--- config.mk ---
export PLATFORM = sky130hd
export DESIGN_NAME = debounce_bank_flat
export DESIGN_NICKNAME = d
export VERILOG_FILES = /design/src/rtl/debounce_bank_if.sv /design/src/rtl/debounce_bank.sv /design/src/flat_wrapper.sv
export SDC_FILE = /design/constraint.sdc
export NUM_CORES = 1
export LEC_CHECK = 0
export ABC_CLOCK_PERIOD_IN_PS = 4200
export BUFFER_PORTS_ARGS = -buffer_cell sky130_fd_sc_hd__buf_2
export CORE_MARGIN = 5
export CORE_UTILIZATION = 50
export DETAILED_ROUTE_END_ITERATION = 16
export PLACE_DENSITY = 0.78
export RECOVER_POWER = 100
export SYNTH_ARGS = -nofsm -noshare
export SYNTH_HDL_FRONTEND = slang
export SYNTH_SLANG_ARGS = --single-unit
--- constraint.sdc ---
create_clock -name clk -period 4.2 [get_ports clk]
set_input_delay 1.05 -clock clk [delete_from_list [all_inputs] [get_ports clk]]
set_output_delay 1.05 -clock clk [all_outputs]
set_load 0.01 [all_outputs]
--- src/rtl/debounce_bank_if.sv ---
// Switch bank bundle: raw switch inputs toward the debouncer, debounced level and edge/long-press ticks back.
interface debounce_bank_if #(
    parameter int CH = 4
);
    logic [CH-1:0] sw;
    logic [CH-1:0] db_level;
    logic [CH-1:0] rise_tick;
    logic [CH-1:0] fall_tick;
    logic [CH-1:0] long_tick;

    modport master (
        output sw,
        input  db_level, rise_tick, fall_tick, long_tick
    );

    modport slave (
        input  sw,
        output db_level, rise_tick, fall_tick, long_tick
    );
endinterface

--- src/rtl/debounce_bank.sv ---
// Bank of independent switch debouncers: 2-flop synchronizer, 4-state qualify FSM, edge ticks.
// Optional long-press detector enabled by defining DEBOUNCE_BANK_LONG_PRESS_EN.
module debounce_bank #(
    parameter int CH        = 4,
    parameter int DB_CYCLES = 1000000,
    parameter int LP_CYCLES = 50000000
) (
    input  logic            clk,
    input  logic            reset,
    debounce_bank_if.slave  db_if
);
    typedef enum logic [1:0] {ZERO = 2'd0, WAIT1 = 2'd1, ONE = 2'd2, WAIT0 = 2'd3} state_t;

    localparam int              CW      = $clog2(DB_CYCLES + 1);
    localparam logic [CW-1:0]   DB_LOAD = CW'(DB_CYCLES - 1);

    if (CH < 1 || CH > 32) begin : g_bad_ch
        $error("debounce_bank: CH out of range 1..32");
    end
    if (DB_CYCLES < 1) begin : g_bad_db
        $error("debounce_bank: DB_CYCLES must be at least 1");
    end
    if (LP_CYCLES < 1) begin : g_bad_lp
        $error("debounce_bank: LP_CYCLES must be at least 1");
    end

`ifdef DEBOUNCE_BANK_LONG_PRESS_EN
    localparam int              LW     = $clog2(LP_CYCLES + 1);
    localparam logic [LW-1:0]   LP_MAX = LW'(LP_CYCLES);
`endif

    logic [CH-1:0] sync1_q;
    logic [CH-1:0] sync2_q;
    logic [CH-1:0] db_level_s;
    logic [CH-1:0] rise_s;
    logic [CH-1:0] fall_s;
    logic [CH-1:0] long_s;

    // Two-stage synchronizer for the raw asynchronous switch inputs
    always_ff @(posedge clk or posedge reset) begin
        if (reset) begin
            sync1_q <= '0;
            sync2_q <= '0;
        end else begin
            sync1_q <= db_if.sw;
            sync2_q <= sync1_q;
        end
    end

    for (genvar g = 0; g < CH; g++) begin : g_ch
        state_t          state_q;
        logic [CW-1:0]   cnt_q;
        logic            db_q;
        logic            rise_q;
        logic            fall_q;

        // Per-channel qualify FSM; level and ticks are updated on the qualifying edge itself
        always_ff @(posedge clk or posedge reset) begin
            if (reset) begin
                state_q <= ZERO;
                cnt_q   <= '0;
                db_q    <= 1'b0;
                rise_q  <= 1'b0;
                fall_q  <= 1'b0;
            end else begin
                rise_q <= 1'b0;
                fall_q <= 1'b0;
                case (state_q)
                    ZERO: begin
                        if (sync2_q[g]) begin
                            state_q <= WAIT1;
                            cnt_q   <= DB_LOAD;
                        end
                    end
                    WAIT1: begin
                        if (!sync2_q[g]) begin
                            state_q <= ZERO;
                        end else if (cnt_q == '0) begin
                            state_q <= ONE;
                            db_q    <= 1'b1;
                            rise_q  <= 1'b1;
                        end else begin
                            cnt_q <= cnt_q - CW'(1);
                        end
                    end
                    ONE: begin
                        if (!sync2_q[g]) begin
                            state_q <= WAIT0;
                            cnt_q   <= DB_LOAD;
                        end
                    end
                    WAIT0: begin
                        if (sync2_q[g]) begin
                            state_q <= ONE;
                        end else if (cnt_q == '0) begin
                            state_q <= ZERO;
                            db_q    <= 1'b0;
                            fall_q  <= 1'b1;
                        end else begin
                            cnt_q <= cnt_q - CW'(1);
                        end
                    end
                    default: begin
                        state_q <= ZERO;
                        cnt_q   <= '0;
                        db_q    <= 1'b0;
                    end
                endcase
            end
        end

        assign db_level_s[g] = db_q;
        assign rise_s[g]     = rise_q;
        assign fall_s[g]     = fall_q;

`ifdef DEBOUNCE_BANK_LONG_PRESS_EN
        logic [LW-1:0] lp_q;
        logic          long_q;

        // Saturating press-duration counter; the tick fires only on the step into saturation
        always_ff @(posedge clk or posedge reset) begin
            if (reset) begin
                lp_q   <= '0;
                long_q <= 1'b0;
            end else begin
                long_q <= 1'b0;
                if (state_q == ONE || state_q == WAIT0) begin
                    if (lp_q != LP_MAX) begin
                        lp_q   <= lp_q + LW'(1);
                        long_q <= (lp_q == LP_MAX - LW'(1));
                    end
                end else begin
                    lp_q <= '0;
                end
            end
        end

        assign long_s[g] = long_q;
`else
        assign long_s[g] = 1'b0;
`endif
    end

    assign db_if.db_level  = db_level_s;
    assign db_if.rise_tick = rise_s;
    assign db_if.fall_tick = fall_s;
    assign db_if.long_tick = long_s;
endmodule

--- src/flat_wrapper.sv ---
// flat-port wrapper written by rule: the top's interface ports become plain ports
module debounce_bank_flat 
#(
    parameter int CH        = 4,
    parameter int DB_CYCLES = 1000000,
    parameter int LP_CYCLES = 50000000
)
  (clk, reset, db_if_sw, db_if_db_level, db_if_rise_tick, db_if_fall_tick, db_if_long_tick);
  debounce_bank_if #(.CH(CH)) db_if_i ();
  input  logic clk;
  input  logic reset;
  input wire logic [$bits(db_if_i.sw)-1:0] db_if_sw;
  output wire logic [$bits(db_if_i.db_level)-1:0] db_if_db_level;
  output wire logic [$bits(db_if_i.rise_tick)-1:0] db_if_rise_tick;
  output wire logic [$bits(db_if_i.fall_tick)-1:0] db_if_fall_tick;
  output wire logic [$bits(db_if_i.long_tick)-1:0] db_if_long_tick;
  assign db_if_i.sw = db_if_sw;
  assign db_if_db_level = db_if_i.db_level;
  assign db_if_rise_tick = db_if_i.rise_tick;
  assign db_if_fall_tick = db_if_i.fall_tick;
  assign db_if_long_tick = db_if_i.long_tick;
  debounce_bank #(.CH(CH), .DB_CYCLES(DB_CYCLES), .LP_CYCLES(LP_CYCLES)) u_core (.clk(clk), .reset(reset), .db_if(db_if_i));
endmodule
=== Word-level counts from Yosys, hierarchy flattened ===
Index checks and enable logic that the tools add are counted.

* Input bits: 6
* Word-level logic and storage cells: 186
* Output and inout port bits: 16
* Register bits: 108

* Mux-type cells: 92
* Reductions and logical operators: 24
* Equality and inequality tests: 44
* Add/sub/neg operators: 4

{| class="wikitable"
|+ Operators with widths
! operator !! count
|-
| $mux W20 || 20
|-
| $pmux W20 S4 || 4
|-
| $logic_not A20 Y1 || 4
|-
| $sub A20 B1 Y20 const B || 4
|-
| $mux W2 || 24
|-
| $mux W1 || 36
|-
| $ne A2 B1 Y1 const B || 16
|-
| $pmux W2 S4 || 4
|-
| $reduce_and A4 Y1 || 8
|-
| $reduce_and A5 Y1 || 4
|-
| $eq A2 B2 Y1 const B || 8
|-
| $ne A2 B2 Y1 const B || 8
|-
| $ne A3 B1 Y1 const B || 4
|-
| $ne A3 B3 Y1 const B || 4
|-
| $eq A2 B1 Y1 const B || 4
|-
| $logic_not A2 Y1 || 4
|-
| $pmux W1 S2 || 4
|-
| $reduce_bool A2 Y1 || 4
|}

=== Longest topological paths before layout ===
* Depth after elaboration: 4
* Depth in mapped cells: 8
* Gate-level depth less buffers: 8

=== Worst setup path after synthesis ===
No wires, ideal clock.

* Path type: register -> register
* Start: register u_core.g_ch[3].cnt_q[17]
* End: register u_core.g_ch[3].cnt_q[14]
* Data arrival time: 1.882 ns
* Path buffers: 0
* Library setup time: 0.127 ns
* Setup slack: 2.191 ns
* Stages on the path, launching flop included: 6
* Path through: dfrtp_1 -> or4_4 -> o41ai_4 -> nor3_1 -> xnor2_1 -> nand2_1

* Longest elaborated chain between the ends: 4
* Elaborated cells between the ends (all ways): 5
* Classes of those cells: mux (4); reduce/logical (1)

{| class="wikitable"
|+ RTL lines
! what !! RTL line !! text
|-
| from (decl) || debounce_bank.sv:52 || <nowiki>logic [CW-1:0] cnt_q;</nowiki>
|-
| from (signal assigned) || debounce_bank.sv:83 || <nowiki>cnt_q <= cnt_q - CW'(1);</nowiki>
|-
| from (signal assigned) || debounce_bank.sv:100 || <nowiki>cnt_q <= cnt_q - CW'(1);</nowiki>
|-
| $logic_not A20 Y1 (*) || debounce_bank.sv:78, debounce_bank.sv:95 ||
|-
| $mux W20 (*) || - ||
|-
| $mux W20, on equally long branches || - ||
|-
| $pmux W20 S4 (*) || - ||
|}

Mark *: on every way between the ends. The rest lies on a longest branch, timed or not. The select of a mux whose other input is x is not followed.
A chain may end at the register's enable or synchronous reset.

=== Worst setup path in the final report ===
* Start: register u_core.g_ch[3].cnt_q[12]
* End: register u_core.g_ch[3].cnt_q[11]

Same word-level chain as after synthesis.

==> results list <==
* Class of the tightest hold or removal check: register to register
* Total of hold buffers inserted after clock tree synthesis: 0
- Row generation in the floorplan step produced 39 rows.
* EDFF count, synth: 0
* Top achievable clock speed: 319.0 MHz
- In this run switching power makes up about a quarter of total power.
- P_leak: between 2 and 2.5 nW
* Number of fillers in the final layout: slightly above 1000
- Post-synth cell types: 69
* Largest driver fanout on the critical path: 10
- DIE AREA: approximately 14000 sq um
- The largest single stage delay on the critical path is between 1 and 1.5 ns.
- Count of buffering cells on the critical path with inverters included: 0
* Worst endpoint required time: roughly 4.4 ns
- Of the available clock period, the critical path in the final layout requires around 75%.
- Post-CTS repair changed the size of 0 cells.
* Via count of the first global-routing pass: between 4000 and 5000
- Share of async-settable or async-resettable flops after synthesis: 100.0%
* Max-slew violation count: 72
- The final reports fail on max-capacitance violations, max-slew violations.
- Final number of setup-violating endpoints: 0
* Share of power burned in the clock network: about two fifths
* Transition time at the pin with the least slew margin: about 2.6 ns
- Startpoint type of the worst setup path: register
* Synthesized instance count: approximately 600
- Final-report hold violation count: 0
- Clock tree root buffer cell: sky130_fd_sc_hd__clkbuf_16
- STA classifies the critical path endpoint as a register.
- Diode insertion count for antenna repair: 0
* Inserted Clock Buffers: 9
- Entering global routing, the biggest net connects 61 pins.
* Final hold slack: approximately 0.35 ns
* Final clock skew: just under 0.009 ns
* Power Total: ~0.0020 W
* Total global routing overflow: 0
* Die height: roughly 120 um
* Seq/Total Area, Yosys: a little under half
- In the synthesized netlist the dominant register cell turns out to be sky130_fd_sc_hd__dfrtp_1.
- The critical path is of the register to register type.
* TritonCTS clock tree: done
* # IOs: 22
- Via count: roughly 4500
- Once layout is done, the placed cells without fillers occupy about 6100 sq um.
- Highest-delay cell along the critical path: sky130_fd_sc_hd__o41ai_1
- Total of flip-flops plus latches after synthesis: 108
- M1 WL: 5300 um
- After synthesis the cells add up to just under 6000 sq um.
* Layout cell share with drive strength beyond 1: between 6 and 7%
* Half-perimeter wire length after placement: ~8000 um
* Shortest period the worst path allows: between 3 and 4 ns
* Wire length of the first global-routing pass: roughly 21000 um
- The highest metal layer carrying signal wires in the routed design is met4.
* Number of clock sinks: ~110
* Crit-path leading delay family: compound AO/OA/AOI/OAI gates
* Number of optimization iterations in the first detailed-route pass: 4
* Post-detailed-placement cell area: ~6000 sq um
- Maxcap violations: 3
* Clock-pin slew on the worst setup and hold paths: ~0.070 ns
- Number of DRC markers in iteration 0: approximately 330
- Count of antenna-violating nets left after detailed routing: 0
* Count of buffers from port buffering: 17
- Summed over all layers, the routed wires come to 11670 um.
- Core region area: around 11000 sq um
- The H-tree was split into 3 levels.
- Each instance of the synthesized netlist takes up on average between 9 and 10 sq um.
- For this run, design rule violations remaining after detail routing come to 0.
- Across the VDD grid, the largest voltage drop is 0.4209 mV.
- Dividing the detail-routed via count by the number of cells gives 6.048.
* Switching Power: between 0.0005 and 0.0006 W
- The internal portion of the total power is about 0.0015 W.
- Measured against its own limit, the worst slew margin works out to -73.25%.
- Amount of wire on met3 after detailed routing: approximately 600 um
- Worst skew pair latency: 0.35 ns
- Share of total power in combinational logic: under 10%
- Summed over all nets, wire length on met2 after detailed routing comes to 5597 um.
* Final weighted congestion in routability-driven placement: 0.8963
- From synthesis to final layout, the design area changed by 4.548%.
- Count of buffers added by post-CTS timing repair for setup: 0
* Net count of the finished layout: 617
- Global routing used ~18% of the available tracks.
- Total power per unit cell area: around 340 nW/um^2
- The longest clock path from root to sink contains 2 buffers.
* Setup repair after global routing missed its margin: false
- Number of antenna violations at the first check in global routing: 0
- Cell chain of the critical path: or4_1 -> o41ai_1 -> nor3_1 -> xnor2_1 -> nor2_1
- Outcome: finished with violations
- Setup tns final: 0 ns
* Number of warning messages in the yosys log: 0
- Portion of total power attributed to sequential cells: about 54%
- Data arrives at the worst endpoint at approximately 3.4 ns.
- After detailed routing, the average wire length per cell comes to 15.54 um.
* Die Wd: ~120 um
* Effective utilization at floorplan: between 50% and 60%
## kinds of logic (layout without fill, tap and decap cells)
| kind of cell | count (synthesis) | in the layout | share of synthesized area [%] |
|---|---|---|---|
| buf+inv | 52 | 56 | 4.721 |
| fa+ha+maj | 8 | 8 | 1.725 |
| compound gates | 114 | 114 | 13.73 |
| other cells | 1 | 4 | 0.06461 |
| flops | 108 | 108 | 46.56 |
| simple gates | 275 | 275 | 26.43 |
| xor+xnor | 42 | 42 | 6.596 |
| mux | 1 | 1 | 0.1725 |
## stage by stage
| stage | util (%) | setup WS [ns] | instances |
|---|---|---|---|
| CTS | 54.20 | 1.709 | 751 |
| global route | 53.14 | 0.7631 | 751 |
| detailed placement | 51.75 | 1.732 | 735 |
| floorplan | - | 0.3044 | 604 |
| global placement | 51.75 | 1.832 | 735 |
| finish | 53.14 | 1.065 | 751 |
## synthesized netlist by cell type (3+ instances only)
library cell / instances / area (sq um)
sky130_fd_sc_hd__nor2b_1: 4 / 25.02
sky130_fd_sc_hd__nor3_1: 27 / 135.1
sky130_fd_sc_hd__o2111ai_1: 3 / 26.28
sky130_fd_sc_hd__a311oi_1: 6 / 52.55
sky130_fd_sc_hd__clkbuf_1: 10 / 37.54
sky130_fd_sc_hd__or4_1: 10 / 75.07
sky130_fd_sc_hd__nor4_2: 3 / 37.54
sky130_fd_sc_hd__xnor2_1: 34 / 297.8
sky130_fd_sc_hd__buf_4: 16 / 120.1
sky130_fd_sc_hd__inv_1: 19 / 71.32
sky130_fd_sc_hd__or4_4: 3 / 33.78
sky130_fd_sc_hd__or2_2: 4 / 25.02
sky130_fd_sc_hd__or3_1: 12 / 75.07
sky130_fd_sc_hd__a31oi_1: 9 / 56.30
sky130_fd_sc_hd__nor4b_1: 5 / 43.79
sky130_fd_sc_hd__a211oi_1: 7 / 52.55
sky130_fd_sc_hd__xor2_1: 6 / 52.55
sky130_fd_sc_hd__buf_2: 4 / 20.02
sky130_fd_sc_hd__ha_1: 8 / 100.1
sky130_fd_sc_hd__nand2_1: 51 / 191.4
sky130_fd_sc_hd__nor2_1: 66 / 247.7
sky130_fd_sc_hd__nor3b_1: 4 / 30.03
sky130_fd_sc_hd__o21ai_0: 19 / 95.09
sky130_fd_sc_hd__a21oi_1: 32 / 160.2
sky130_fd_sc_hd__nor4_1: 7 / 43.79
sky130_fd_sc_hd__and2_1: 4 / 25.02
sky130_fd_sc_hd__nand3_1: 21 / 105.1
sky130_fd_sc_hd__and3_1: 9 / 56.30
sky130_fd_sc_hd__o31ai_1: 8 / 60.06
sky130_fd_sc_hd__nand4_1: 13 / 81.33
sky130_fd_sc_hd__o41ai_1: 3 / 26.28
sky130_fd_sc_hd__and4_1: 5 / 43.79
sky130_fd_sc_hd__nand2b_1: 5 / 31.28
sky130_fd_sc_hd__a2111oi_0: 5 / 43.79
sky130_fd_sc_hd__dfrtp_1: 108 / 2703
sky130_fd_sc_hd__nand3b_1: 3 / 22.52
sky130_fd_sc_hd__o211ai_1: 6 / 45.04
sky130_fd_sc_hd__nor3_2: 6 / 60.06
## layer usage
layer	up-vias	global-route usage, %
met5	-	0
met3	21	4.373
met1	2212	23.16
li1	2173	-
met2	136	28.96
met4	0	5.448
## path summary, 6_finish.rpt
path	from	end	slack [ns]	cells past startpoint
worst max-delay path	u_core.g_ch[3].cnt_q[12]	u_core.g_ch[3].cnt_q[11]	1.07	5
worst min-delay path	u_core.sync1_q[2]	u_core.sync2_q[2]	0.35	0
worst max register to register	u_core.g_ch[3].cnt_q[12]	u_core.g_ch[3].cnt_q[11]	1.07	5
worst min register to register	u_core.sync1_q[2]	u_core.sync2_q[2]	0.35	0
max in group asynchronous	reset	u_core.g_ch[2].cnt_q[7]	1.55	3
min in group asynchronous	reset	u_core.g_ch[0].rise_q	1.40	2
## cell type report
class / instances / area, sq um / share of cell area [%]
clock buffer: 11 / 242.7 / 4.000
clock inverter: 5 / 36.28 / 0.5979
inverter: 19 / 72.57 / 1.196
multi-input combinational: 444 / 2736 / 45.09
sequential: 108 / 2703 / 44.54
tap: 143 / 178.9 / 2.948
timing repair buffer: 21 / 98.84 / 1.629
## sequential cells by signal, summed over array words and instances (netlist names), named ones only
name                 flops
u_core.g_ch.fall_q       4
u_core.g_ch.cnt_q       80
u_core.g_ch.state_q      4
u_core.g_ch.db_q         4
u_core.sync1_q           4
u_core.g_ch.rise_q       4
u_core.sync2_q           4
## power by group through the flow
| stage | Sequential (W) | Combinational (W) | Clock, W |
|---|---|---|---|
| 2_1_floorplan | 0.00111 | 0.000106 | 0 |
| 3_3_place_gp | 0.00112 | 0.000123 | 0 |
| 3_5_place_dp | 0.00113 | 0.000131 | 0 |
| 4_1_cts | 0.00111 | 0.000131 | 0.000829 |
| 5_1_grt | 0.00111 | 0.000147 | 0.000875 |
| 6_report | 0.00111 | 0.000128 | 0.000806 |
## placed cells by master, fill, tap and decap left out, drive strengths merged, types with 5 or more instances in the layout
master	n
nand3	21
or3	15
clkbuf	24
o31ai	8
ha	8
a211oi	7
and3	9
buf	8
or2	6
a31oi	9
nor2	66
nand2b	5
nand2	51
xor2	8
nor4	11
dfrtp	108
inv	19
o211ai	6
or4	13
nor4b	6
a21oi	33
o21ai	20
nor3	33
xnor2	34
nand4	14
a311oi	6
and4	5
a2111oi	7
Power figures use the tool's default switching activity.
